`config.mk`:
```
export PLATFORM = sky130hd
export DESIGN_NAME = nurn_update_seq
export DESIGN_NICKNAME = d
export VERILOG_FILES = /design/src/rtl/nurn_update_seq.sv
export SDC_FILE = /design/constraint.sdc
export NUM_CORES = 1
export LEC_CHECK = 0
export BUFFER_PORTS_ARGS = -buffer_cell sky130_fd_sc_hd__buf_2
export CORE_UTILIZATION = 50
export DETAILED_ROUTE_END_ITERATION = 16
export MAX_ROUTING_LAYER = met4
export PLACE_DENSITY = 0.7
export SLEW_MARGIN = 20
export SYNTH_ARGS = -nofsm -noshare
export SYNTH_HDL_FRONTEND = slang
export SYNTH_SLANG_ARGS = --single-unit
```
`constraint.sdc`:
```
create_clock -name clk_i -period 5.9 [get_ports clk_i]
set_input_delay 0.59 -clock clk_i [delete_from_list [all_inputs] [get_ports clk_i]]
set_output_delay 0.59 -clock clk_i [all_outputs]
set_load 0.01 [all_outputs]
```
`src/rtl/nurn_update_seq.sv`:
```
// nurn_update_seq: per-timestep sweep reading each neuron's state, integrating current, firing and writing back.
// Define NURN_LEAK_EN to add a shift-based membrane leak (LEAK_SHIFT).
module nurn_update_seq #(
    parameter int NUM_NURNS          = 256,
    parameter int DSIZE              = 16,
    parameter int NURN_CNT_BIT_WIDTH = 8,
`ifdef NURN_LEAK_EN
    parameter int LEAK_SHIFT         = 4,
`endif
    parameter int STDP_WIN_BIT_WIDTH = 8
) (
    input  logic                          clk_i,
    input  logic                          rst_n_i,
    input  logic                          start_i,
    output logic                          busy_o,
    output logic                          done_o,
    output logic                          stat_rd_en_o,
    output logic [NURN_CNT_BIT_WIDTH+1:0] stat_rd_addr_o,
    input  logic [DSIZE-1:0]              stat_rd_data_i,
    output logic                          stat_wr_en_o,
    output logic [NURN_CNT_BIT_WIDTH+1:0] stat_wr_addr_o,
    output logic [DSIZE-1:0]              stat_wr_data_o,
    output logic                          curr_rd_en_o,
    output logic [NURN_CNT_BIT_WIDTH-1:0] curr_addr_o,
    input  logic [DSIZE-1:0]              curr_data_i,
    output logic                          spike_vld_o,
    output logic [NURN_CNT_BIT_WIDTH-1:0] spike_nurn_o
);
    localparam int NW = NURN_CNT_BIT_WIDTH;
    localparam int AW = NW + 2;
    localparam int HW = STDP_WIN_BIT_WIDTH;
    localparam int SW = DSIZE + 2;
    localparam logic [NW-1:0] LAST = NW'(NUM_NURNS - 1);
    localparam logic signed [SW-1:0] SMAX = {3'b000, {(DSIZE-1){1'b1}}};
    localparam logic signed [SW-1:0] SMIN = {3'b111, {(DSIZE-1){1'b0}}};

    typedef enum logic [3:0] {IDLE, RB, RP, RT, RH, CAP, CALC, WP, WH, DONE} state_e;

    state_e                  state_q, state_d;
    logic [NW-1:0]           n_q, n_d;
    logic signed [DSIZE-1:0] bias_q, bias_d, curr_q, curr_d, pot_q, pot_d, th_q, th_d, sum_q, sum_d;
    logic [HW-1:0]           hist_q, hist_d, hist_inc;
    logic                    spike_q, spike_d;
    logic signed [SW-1:0]    sum_w;
    logic signed [DSIZE-1:0] sat_w;
    logic                    busy_q, busy_d, done_q, done_d, rd_en_q, rd_en_d, wr_en_q, wr_en_d;
    logic                    curr_en_q, curr_en_d, spk_q, spk_d;
    logic [AW-1:0]           rd_addr_q, rd_addr_d, wr_addr_q, wr_addr_d;
    logic [DSIZE-1:0]        wr_data_q, wr_data_d;
    logic [NW-1:0]           curr_addr_q, curr_addr_d, spk_n_q, spk_n_d;

    // Two guard bits hold the three-term sum before saturation.
`ifdef NURN_LEAK_EN
    assign sum_w = SW'(pot_q) - SW'(pot_q >>> LEAK_SHIFT) + SW'(bias_q) + SW'(curr_q);
`else
    assign sum_w = SW'(pot_q) + SW'(bias_q) + SW'(curr_q);
`endif
    assign sat_w    = (sum_w > SMAX) ? DSIZE'(SMAX) : (sum_w < SMIN) ? DSIZE'(SMIN) : sum_w[DSIZE-1:0];
    assign hist_inc = &hist_q ? hist_q : hist_q + 1'b1;

    always_comb begin
        state_d     = state_q;
        n_d         = n_q;
        bias_d      = bias_q;
        curr_d      = curr_q;
        pot_d       = pot_q;
        th_d        = th_q;
        hist_d      = hist_q;
        sum_d       = sum_q;
        spike_d     = spike_q;
        rd_en_d     = 1'b0;
        wr_en_d     = 1'b0;
        curr_en_d   = 1'b0;
        spk_d       = 1'b0;
        rd_addr_d   = rd_addr_q;
        wr_addr_d   = wr_addr_q;
        wr_data_d   = wr_data_q;
        curr_addr_d = curr_addr_q;
        spk_n_d     = spk_n_q;
        case (state_q)
            IDLE: if (start_i) begin
                state_d = RB;
                n_d     = '0;
            end
            RB:   state_d = RP;
            RP: begin
                bias_d  = stat_rd_data_i;
                curr_d  = curr_data_i;
                state_d = RT;
            end
            RT: begin
                pot_d   = stat_rd_data_i;
                state_d = RH;
            end
            RH: begin
                th_d    = stat_rd_data_i;
                state_d = CAP;
            end
            CAP: begin
                hist_d  = stat_rd_data_i[HW-1:0];
                state_d = CALC;
            end
            CALC: begin
                sum_d   = sat_w;
                spike_d = sat_w >= th_q;
                state_d = WP;
            end
            WP:   state_d = WH;
            WH: if (n_q == LAST) state_d = DONE;
                else begin
                    state_d = RB;
                    n_d     = n_q + 1'b1;
                end
            default: state_d = IDLE;
        endcase
        // Outputs are registered from the next state so they line up with state_q.
        busy_d = (state_d != IDLE) && (state_d != DONE);
        done_d = state_d == DONE;
        case (state_d)
            RB, RP, RT, RH: begin
                rd_en_d   = 1'b1;
                rd_addr_d = {n_d, state_d == RB ? 2'b00 : state_d == RP ? 2'b01 : state_d == RT ? 2'b10 : 2'b11};
                if (state_d == RB) begin
                    curr_en_d   = 1'b1;
                    curr_addr_d = n_d;
                end
            end
            WP: begin
                wr_en_d   = 1'b1;
                wr_addr_d = {n_d, 2'b01};
                wr_data_d = spike_d ? '0 : sum_d;
                spk_d     = spike_d;
                spk_n_d   = n_d;
            end
            WH: begin
                wr_en_d   = 1'b1;
                wr_addr_d = {n_d, 2'b11};
                wr_data_d = spike_d ? '0 : DSIZE'(hist_inc);
            end
            default: ;
        endcase
    end

    always_ff @(posedge clk_i or negedge rst_n_i) begin
        if (!rst_n_i) begin
            state_q     <= IDLE;
            n_q         <= '0;
            bias_q      <= '0;
            curr_q      <= '0;
            pot_q       <= '0;
            th_q        <= '0;
            hist_q      <= '0;
            sum_q       <= '0;
            spike_q     <= 1'b0;
            busy_q      <= 1'b0;
            done_q      <= 1'b0;
            rd_en_q     <= 1'b0;
            wr_en_q     <= 1'b0;
            curr_en_q   <= 1'b0;
            spk_q       <= 1'b0;
            rd_addr_q   <= '0;
            wr_addr_q   <= '0;
            wr_data_q   <= '0;
            curr_addr_q <= '0;
            spk_n_q     <= '0;
        end else begin
            state_q     <= state_d;
            n_q         <= n_d;
            bias_q      <= bias_d;
            curr_q      <= curr_d;
            pot_q       <= pot_d;
            th_q        <= th_d;
            hist_q      <= hist_d;
            sum_q       <= sum_d;
            spike_q     <= spike_d;
            busy_q      <= busy_d;
            done_q      <= done_d;
            rd_en_q     <= rd_en_d;
            wr_en_q     <= wr_en_d;
            curr_en_q   <= curr_en_d;
            spk_q       <= spk_d;
            rd_addr_q   <= rd_addr_d;
            wr_addr_q   <= wr_addr_d;
            wr_data_q   <= wr_data_d;
            curr_addr_q <= curr_addr_d;
            spk_n_q     <= spk_n_d;
        end
    end

    assign busy_o         = busy_q;
    assign done_o         = done_q;
    assign stat_rd_en_o   = rd_en_q;
    assign stat_rd_addr_o = rd_addr_q;
    assign stat_wr_en_o   = wr_en_q;
    assign stat_wr_addr_o = wr_addr_q;
    assign stat_wr_data_o = wr_data_q;
    assign curr_rd_en_o   = curr_en_q;
    assign curr_addr_o    = curr_addr_q;
    assign spike_vld_o    = spk_q;
    assign spike_nurn_o   = spk_n_q;
endmodule

```
# ---- Yosys cells after proc, flatten, opt, wreduce, memory -nomap -nowiden
# Index checks and enable logic that the tools add are counted.
dict set report word_totals {
  ff_bits 159
  latch_bits 0
  ramBits 0
  mem_bits_ro 0
  in_bits 35
  out_inout_bits 58
  wordCells 75
  mem_count 0
}
dict set report classes {
  add_sub_neg 4
  mul 0
  div 0
  n_lt_le_gt_ge 3
  n_eq_ne 17
  shifts 0
  muxes 23
  n_bitwise 0
  reduce_logical 8
}
# operator count
set ops {}
lappend ops {{$mux 16} 4}
lappend ops {{$pmux 4 s9} 1}
lappend ops {{$mux 8} 4}
lappend ops {{$pmux 16 s2} 1}
lappend ops {{$eq 4x3->1 const B} 6}
lappend ops {{$pmux 10 s2} 1}
lappend ops {{$add 17x16->18} 1}
lappend ops {{$gt 18x16->1 const B} 1}
lappend ops {{$lt 18x16->1 const B} 1}
lappend ops {{$add 16x16->17} 1}
lappend ops {{$add 8x1->8 const B} 2}
lappend ops {{$eq 4x2->1 const B} 4}
lappend ops {{$ge 16x16->1} 1}
lappend ops {{$pmux 8 s2} 1}
lappend ops {{$eq 4x4->1 const B} 3}
lappend ops {{$eq 4x1->1 const B} 2}
lappend ops {{$eq 8x8->1 const B} 1}
lappend ops {{$mux 4} 2}
lappend ops {{$reduce_and 8->1} 1}
lappend ops {{$mux 1} 7}
lappend ops {{$logic_not 4->1} 1}
lappend ops {{$mux 2} 2}
lappend ops {{$ne 4x4->1 const B} 1}
lappend ops {{$reduce_bool 4->1} 1}
lappend ops {{5 further kinds} 5}

# ---- Depth between registers and ports, before layout
# Gate-level depths: netlist of the first run.
dict set report logic_depth {
  depth_word 9
  ltp_mapped 22
  ltp_nobuf 20
}

# ---- Least setup slack after synthesis of the first run
# Ideal clock, no wire load.
dict set report synth_timing {
  kind {flip-flop to flip-flop}
  start {reg bias_q[1]}
  end {reg wr_data_q[4] (netlist: stat_wr_data_o[4])}
  setup_time_ns 0.091
  arrival_time_ns 4.677
  required_ns 5.809
  path_slack_ns 1.132
  path_stages_with_launch 23
  path_buffers 2
  synth_period_minus_slack_ns 4.768
  cell_sequence {dfrtp_1 -> inv_1 -> fa_1 -> inv_1 -> ha_1 -> fa_1 -> a21o_1 -> a221oi_4 -> a211oi_2 -> o21ai_2 -> o21ai_0 -> buf_2 -> a21oi_1 -> inv_1 -> ha_1 -> nand2b_1 -> a21oi_1 -> o21ai_0 -> a31o_2 -> a31o_2 -> a211o_1 -> clkbuf_1 -> o221ai_1}
}
dict set report synth_via {
  elab_chain_len 9
  elab_cells_between_ends 12
}
# item line
set synth_lines {}
lappend synth_lines {{start, declared} 41} ;# logic signed [DSIZE-1:0] bias_q, bias_d, curr_q, curr_d, pot_q, pot_d, th_q, th_d, sum_q, sum_d;
lappend synth_lines {{start signal, assigned} 169} ;# bias_q <= bias_d;
lappend synth_lines {{$add 16x16->17 (*)} 56} ;# assign sum_w = SW'(pot_q) + SW'(bias_q) + SW'(curr_q);
lappend synth_lines {{$add 17x16->18 (*)} 56}
lappend synth_lines {{$lt 18x16->1} 58} ;# assign sat_w = (sum_w > SMAX) ? DSIZE'(SMAX) : (sum_w < SMIN) ? DSIZE'(SMIN) : sum_w[DSIZE-1:0];
lappend synth_lines {{$mux 16} 58}
lappend synth_lines {{$mux 16 (*)} 58}
lappend synth_lines {{$ge 16x16->1} 105} ;# spike_d = sat_w >= th_q;
lappend synth_lines {{$mux 1} 80} ;# case (state_q)
lappend synth_lines {{$mux 8 or $mux 16 (tied branches)} {138, 131}}
lappend synth_lines {{$pmux 16 s2 (*)} 119} ;# case (state_d)
lappend synth_lines {{end signal, assigned} 184} ;# wr_data_q <= wr_data_d;
lappend synth_lines {{end, declared} 49} ;# logic [DSIZE-1:0] wr_data_q, wr_data_d;
# Every way passes the cells marked *; elsewhere a longest branch is shown, timed or not.
# A chain may end at the register's enable or synchronous reset.

# ---- Final worst setup path of the first run
dict set report layout_timing {
  start {reg bias_q[1]}
  end {reg wr_data_q[15] (netlist: stat_wr_data_o[15])}
}
dict set report layout_via {
  elab_chain_len 9
  elab_cells_between_ends 11
}
# item line
set layout_lines {}
lappend layout_lines {{$add 16x16->17 (*)} 56}
lappend layout_lines {{$add 17x16->18 (*)} 56}
lappend layout_lines {{$lt 18x16->1} 58}
lappend layout_lines {{$mux 16} 58}
lappend layout_lines {{$mux 16 (*)} 58}
lappend layout_lines {{$ge 16x16->1} 105}
lappend layout_lines {{$mux 1} 80}
lappend layout_lines {{$mux 16 (*)} 131} ;# wr_data_d = spike_d ? '0 : sum_d;
lappend layout_lines {{$pmux 16 s2 (*)} 119}
# Marked as above.

==> results.py, run 1 <==
metrics = {
    "timing": {
        "slew_at_the_pin_with_the_worst_max_slew_slack_ps": 913.1,
        "finalCriticalPeriod_ps": 5388,
        "slew-limit-headroom_pct": 39.13,
        "clock_skew_ps": 7.770,
        "setup_tns_ps": 0,
        "setup_viol_count_final": 0,
        "hold_viol": 0,
        "final_max_slew_viols": 0,
        "top_achievable_clock_speed_ghz": 0.1856,
        "grt_setup_unrepaired": "false",
        "fin_crit_sh_pct": 91.31,
    },
    "global_routing": {
        "antenna_found_initial": 0,
        "grt_util_met1_pct": 31.04,
        "global_route.usage.met3_pct": 5.140,
        "global_route.usage.met2_pct": 39.91,
        "gr-usage-all-layers_pct": 24.78,
        "grt_pass1_wl_um": 29660,
        "largest_net_degree_at_the_start_of_global_routing": 98,
        "grt-busiest-layer": "met2",
        "global_route_overflow": 0,
        "grt_pass1_vias": 5801,
    },
    "synthesis": {
        "synth_fp_nets": 817,
        "synth_seq_area_share_pct": 48.03,
        "synth_cells": 731,
        "synthFlopType": "dfrtp_1",
        "synth.avg_cell_area_um2": 10.55,
        "yosys_warns": 0,
        "yosys.area.top_type": "dfrtp_1",
        "synth_cell_types": 62,
        "synth_top_area_share_pct": 48.03,
        "synthArstFlopShare_pct": 100.0,
        "ys_seq_elements": 148,
        "synth.area.top_cells": "dfrtp_1 (48%), mux2_2 (8.3%), ha_1 (5.5%), o21ai_0 (5.1%), fa_1 (4.4%)",
        "synth.cell_area_um2": 7711,
        "synth-edff-count": 0,
    },
    "place": {
        "detailed_place_hpwl_um": 13090,
        "detailed_place.area_um2": 8369,
        "gp_weighted_congestion": 0.8818,
        "placement.io_buffers": 92,
    },
    "floorplanning": {
        "initial_core_util_pct": 50.91,
        "width_of_the_chip_um": 126.2,
        "num_io_pins": 93,
        "die-area_um2": 15920,
        "core_um2": 15150,
        "std_cell_rows": 45,
        "height_of_the_chip_um": 126.2,
    },
    "clock_network": {
        "cts-root-buf": "clkbuf_16",
        "numCtsBuffers": 17,
        "resize_count_post_cts": 0,
        "clkSlewWorstSetupHoldPaths_ps": 60,
        "clock_tree_buf_depth": 2,
        "postCtsSetupRepairBufs": 0,
        "cts_htree_levels": 4,
        "cts_tree": "yes",
        "insertion_delay_ps": 430,
        "cts-hold-fix-buffers": 0,
        "cts_num_sinks": 148,
    },
    "worst_setup_path": {
        "setup.worst_path.start_class": "flip-flop",
        "path_max_fanout": 11,
        "required_ps": 6260,
        "crit_type": "reg2reg",
        "worst-endpoint-arrival_ps": 5750,
        "worstSetupEndpointType": "flip-flop",
    },
    "drt": {
        "detail_route.first_pass.iterations": 6,
        "vias": 5900,
        "post-route-drc-count": 0,
        "antenna_violating_nets_post_route": 0,
        "vias_per_cell": 5.773,
        "routedWlPerCell_um": 17.56,
        "dr.first_iter.drc_count": 292,
        "postRouteWirelength_um": 17950,
    },
    "outcome": {
        "status": "completed",
    },
    "finish": {
        "finish.instance_area_um2": 8956,
        "utilization_pct": 59.13,
        "num-fill-cells": 1325,
        "n_antenna_cell": 0,
        "post_route_cells_drive_above_1_share_pct": 25.30,
        "layout.nets": 907,
        "area_growth_syn_to_layout_pct": 16.14,
    },
    "hold_path": {
        "hold_path.class": "in2async",
    },
    "run": {
        "max_cap_violations": 0,
    },
}
[per-layer routing]
layer | up-vias | part of all wire (%)
met2 | 167 | 49
met3 | 31 | 4.2
li1 | 2785 | -
met4 | 0 | 2.0
met1 | 2917 | 45
met5 | - | 0
[cell usage in the layout, fill, tap and decap left out, types with 5 or more instances in the layout]
| cell type | n |
|---|---|
| buf_2 | 91 |
| and3_1 | 5 |
| nor3_1 | 11 |
| mux2_2 | 57 |
| clkbuf_16 | 17 |
| nor2_1 | 26 |
| a21oi_1 | 31 |
| nand4_1 | 7 |
| o211ai_1 | 12 |
| o21ai_0 | 78 |
| or3_1 | 6 |
| nand3_1 | 17 |
| o221ai_1 | 5 |
| nand2b_1 | 8 |
| xnor2_1 | 6 |
| a21o_1 | 12 |
| buf_4 | 10 |
| xor2_1 | 6 |
| clkinvlp_4 | 5 |
| nand2_1 | 86 |
| inv_1 | 51 |
| fa_1 | 17 |
| o21a_1 | 6 |
| ha_1 | 34 |
| dfrtp_1 | 148 |
[critical path, stage by stage, from the launching register on]
cell	delay (ps)
dfrtp_1	320
inv_1	60
fa_1	530
inv_1	40
ha_1	220
fa_1	400
a21o_1	240
a221oi_4	430
a2111oi_2	140
a311oi_2	260
buf_4	210
o21ai_0	160
buf_4	200
a31oi_1	200
inv_1	90
ha_1	300
nand4_1	140
inv_1	80
nand3_1	120
a31o_2	240
a31o_2	240
a21oi_1	430
a32o_1	250
[cells by family after synthesis]
group	synth area share, %
and+or+nand+nor	11.41
DFF	48.03
AOI/OAI and AO/OA	16.34
xor gates and xnor gates	1.363
muxes	8.730
buffers and inverters	4.202
adders and majority gates	9.930
[Yosys cell counts, types with 4 or more instances]
cell type / number
a211oi_1: 4
a21o_1: 12
a21oi_1: 31
a31o_2: 4
a31oi_1: 4
a32o_1: 4
and3_1: 5
buf_2: 4
clkbuf_1: 25
dfrtp_1: 148
fa_1: 17
ha_1: 34
inv_1: 51
mux2_2: 57
nand2_1: 86
nand2b_1: 8
nand3_1: 17
nand4_1: 7
nor2_1: 27
nor3_1: 12
nor4_1: 4
o211ai_1: 12
o21a_1: 6
o21ai_0: 78
o221ai_1: 5
o31a_1: 4
or3_1: 6
xnor2_1: 6
xor2_1: 6
[worst paths after layout]
| check | from | to | slack, ps | cells past startpoint |
|---|---|---|---|---|
| worst min-delay path | rst_n_i | stat_rd_addr_o[2] | 250 | 1 |
| worst max register to register | bias_q[1] | stat_wr_data_o[15] | 510 | 22 |
| worst min register to register | stat_wr_addr_o[0] | stat_wr_addr_o[0] | 470 | 1 |
| worst max-delay path | bias_q[1] | stat_wr_data_o[15] | 510 | 22 |
| max in group asynchronous | rst_n_i | curr_q[2] | 4440 | 2 |
| min in group clk_i | curr_data_i[4] | curr_q[4] | 390 | 2 |
[layout make-up]
class                   count  area [um2]  area share, %
multi-input cells         501        3697          41.28
repair buffers            102       541.8          6.049
clock buffers              20       456.7          5.099
well taps                 188       235.2          2.626
inverters                  51       191.4          2.137
flip-flops and latches    148        3704          41.35
clock inverters            12       130.1          1.453
[registers in the layout (all words and copies together), names as in the netlist, 4 cells and up]
signal          count
stat_rd_addr_o     10
stat_wr_data_o     16
n_q                 8
bias_q             16
curr_addr_o         8
stat_wr_addr_o     10
sum_q               5
state_q             4
curr_q             16
pot_q              16
hist_q              8
th_q               16
spike_nurn_o        8
[through the flow]
step / std cells / hold WS (ps) / setup slack [ps]
floorplan: 731 / 294.4 / 1132
global placement: 990 / 447.3 / 755.7
detailed placement: 990 / 462.6 / 532.9
CTS: 1022 / 285.9 / 507.6
global route: 1022 / 328.6 / 163.1
finish: 1022 / 246.9 / 512.5
Power of run 1 is not shown: default switching activity piles up to over one toggle a cycle in this logic, so the estimate is an artifact.
==> run 2: changes to the inputs <==
BUFFER_PORTS_ARGS = default   (was -buffer_cell sky130_fd_sc_hd__buf_2)
DONT_BUFFER_PORTS = 1   (was default)
PLACE_DENSITY = default   (was 0.7)
==> results.py, run 2 (synthesis gave the netlist of run 1 again) <==
metrics = {
    "global_routing": {
        "largest_net_degree_at_the_start_of_global_routing": 149,
        "grt_pass1_vias": 5274,
        "grt_pass1_wl_um": 28290,
        "gr-usage-all-layers_pct": 23.77,
        "global_route_overflow": 0,
        "antenna_found_initial": 0,
    },
    "floorplanning": {
        "std_cell_rows": 45,
        "num_io_pins": 93,
        "height_of_the_chip_um": 126.2,
        "initial_core_util_pct": 50.91,
        "width_of_the_chip_um": 126.2,
        "core_um2": 15150,
        "die-area_um2": 15920,
    },
    "timing": {
        "hold_viol": 0,
        "fin_crit_sh_pct": 89.06,
        "slew-limit-headroom_pct": 30.39,
        "setup_viol_count_final": 0,
        "clock_skew_ps": 8.707,
        "finalCriticalPeriod_ps": 5255,
        "slew_at_the_pin_with_the_worst_max_slew_slack_ps": 1035,
        "top_achievable_clock_speed_ghz": 0.1903,
        "grt_setup_unrepaired": "false",
        "setup_tns_ps": 0,
        "final_max_slew_viols": 0,
        "worst_slack_ps": 645.2,
    },
    "drt": {
        "routedWlPerCell_um": 18.54,
        "post-route-drc-count": 0,
        "detail_route.first_pass.iterations": 4,
        "vias_per_cell": 5.815,
        "postRouteWirelength_um": 17170,
        "antenna_violating_nets_post_route": 0,
        "vias": 5385,
        "dr.first_iter.drc_count": 349,
    },
    "hold_path": {
        "hold_path.class": "in2async",
    },
    "worst_setup_path": {
        "worstSetupEndpointType": "flip-flop",
        "crit_type": "reg2reg",
        "worst-endpoint-arrival_ps": 5600,
        "setup.worst_path.start_class": "flip-flop",
        "path_max_fanout": 11,
        "required_ps": 6250,
    },
    "place": {
        "dp_cells": 894,
        "placement.io_buffers": 0,
        "gp_weighted_congestion": 0.8780,
        "pre_cts_slack_ps": 622.1,
        "detailed_place_hpwl_um": 12760,
    },
    "finish": {
        "layout.cells.non_filler": 926,
        "n_antenna_cell": 0,
        "area_growth_syn_to_layout_pct": 10.48,
        "layout.cells.most_common_list": "dfrtp_1 (148), nand2_1 (86), o21ai_0 (78), mux2_2 (57), inv_1 (51)",
        "post_route_cells_drive_above_1_share_pct": 15.58,
        "most_common_cell_after_layout_fill_and_taps_aside": "dfrtp_1",
        "layout.nets": 812,
    },
    "outcome": {
        "status": "completed",
    },
    "clock_network": {
        "resize_count_post_cts": 0,
        "cts_num_sinks": 148,
        "postCtsSetupRepairBufs": 0,
        "numCtsBuffers": 17,
        "cts-hold-fix-buffers": 1,
        "cts-root-buf": "clkbuf_16",
        "clock_tree_buf_depth": 2,
        "clkSlewWorstSetupHoldPaths_ps": 60,
        "insertion_delay_ps": 420,
        "cts_tree": "yes",
        "cts_htree_levels": 4,
    },
    "run": {
        "max_cap_violations": 0,
    },
}
[run 2: cell types whose count changed in the layout (fill, tap and decap cells not counted), sizes merged]
cell	delta
bufinv	+1
clkinv	-1
clkinvlp	-1
buf	-95
[run 2: final timing paths]
| path | start | to | slack, ps | depth (start not counted) |
|---|---|---|---|---|
| max | bias_q[1] | stat_wr_data_o[8] | 650 | 22 |
| max reg2reg | bias_q[1] | stat_wr_data_o[8] | 650 | 22 |
| min reg2reg | sum_q[8] | sum_q[8] | 500 | 2 |
| min in group clk_i | stat_rd_data_i[8] | th_q[8] | 290 | 2 |
| max in group asynchronous | rst_n_i | bias_q[0] | 5220 | 1 |
| min | rst_n_i | spike_nurn_o[5] | 160 | 1 |
[run 2: cell type report]
class	count	area (um2)
clock buffer	20	456.7
clock inverter	11	151.4
fill	1317	6626
inverter	51	191.4
multi-input combinational	501	3709
sequential	148	3704
tap	188	235.2
timing repair buffer	7	72.57
[run 2: per-layer routing]
layer | up-vias | track usage, % | wire length (um)
met5 | - | - | 0
met4 | 0 | 6.166 | 138
met3 | 12 | 5.862 | 761
met2 | 107 | 37.50 | 8518
met1 | 2679 | 30.71 | 7750
li1 | 2587 | - | -
[run 2: stage by stage]
stage	cell area, um2	util [%]	hold WS [ps]
final	8519	56.25	161.9
after global routing	8519	56.25	139.3
after CTS	8519	56.25	199.5
after detailed placement	7884	52.05	297.2
after global placement	7884	52.05	297.0
after floorplan	7711	-	294.4
[run 2: critical path, cell delays in order (launching register included)]
cell and delay, ps:
dfrtp_1 320, inv_1 60, fa_1 530, inv_1 50, ha_1 220, fa_1 410, a21o_1 230, a221oi_4 420
a2111oi_2 140, a311oi_2 270, buf_4 220, o21ai_0 100, buf_4 200, a31oi_1 200, inv_1 70, ha_1 300
nand4_1 120, inv_1 70, nand3_1 120, a31o_2 250, a31o_2 230, a21oi_1 420, a32o_1 240
Power of run 2 is left out for the same reason.
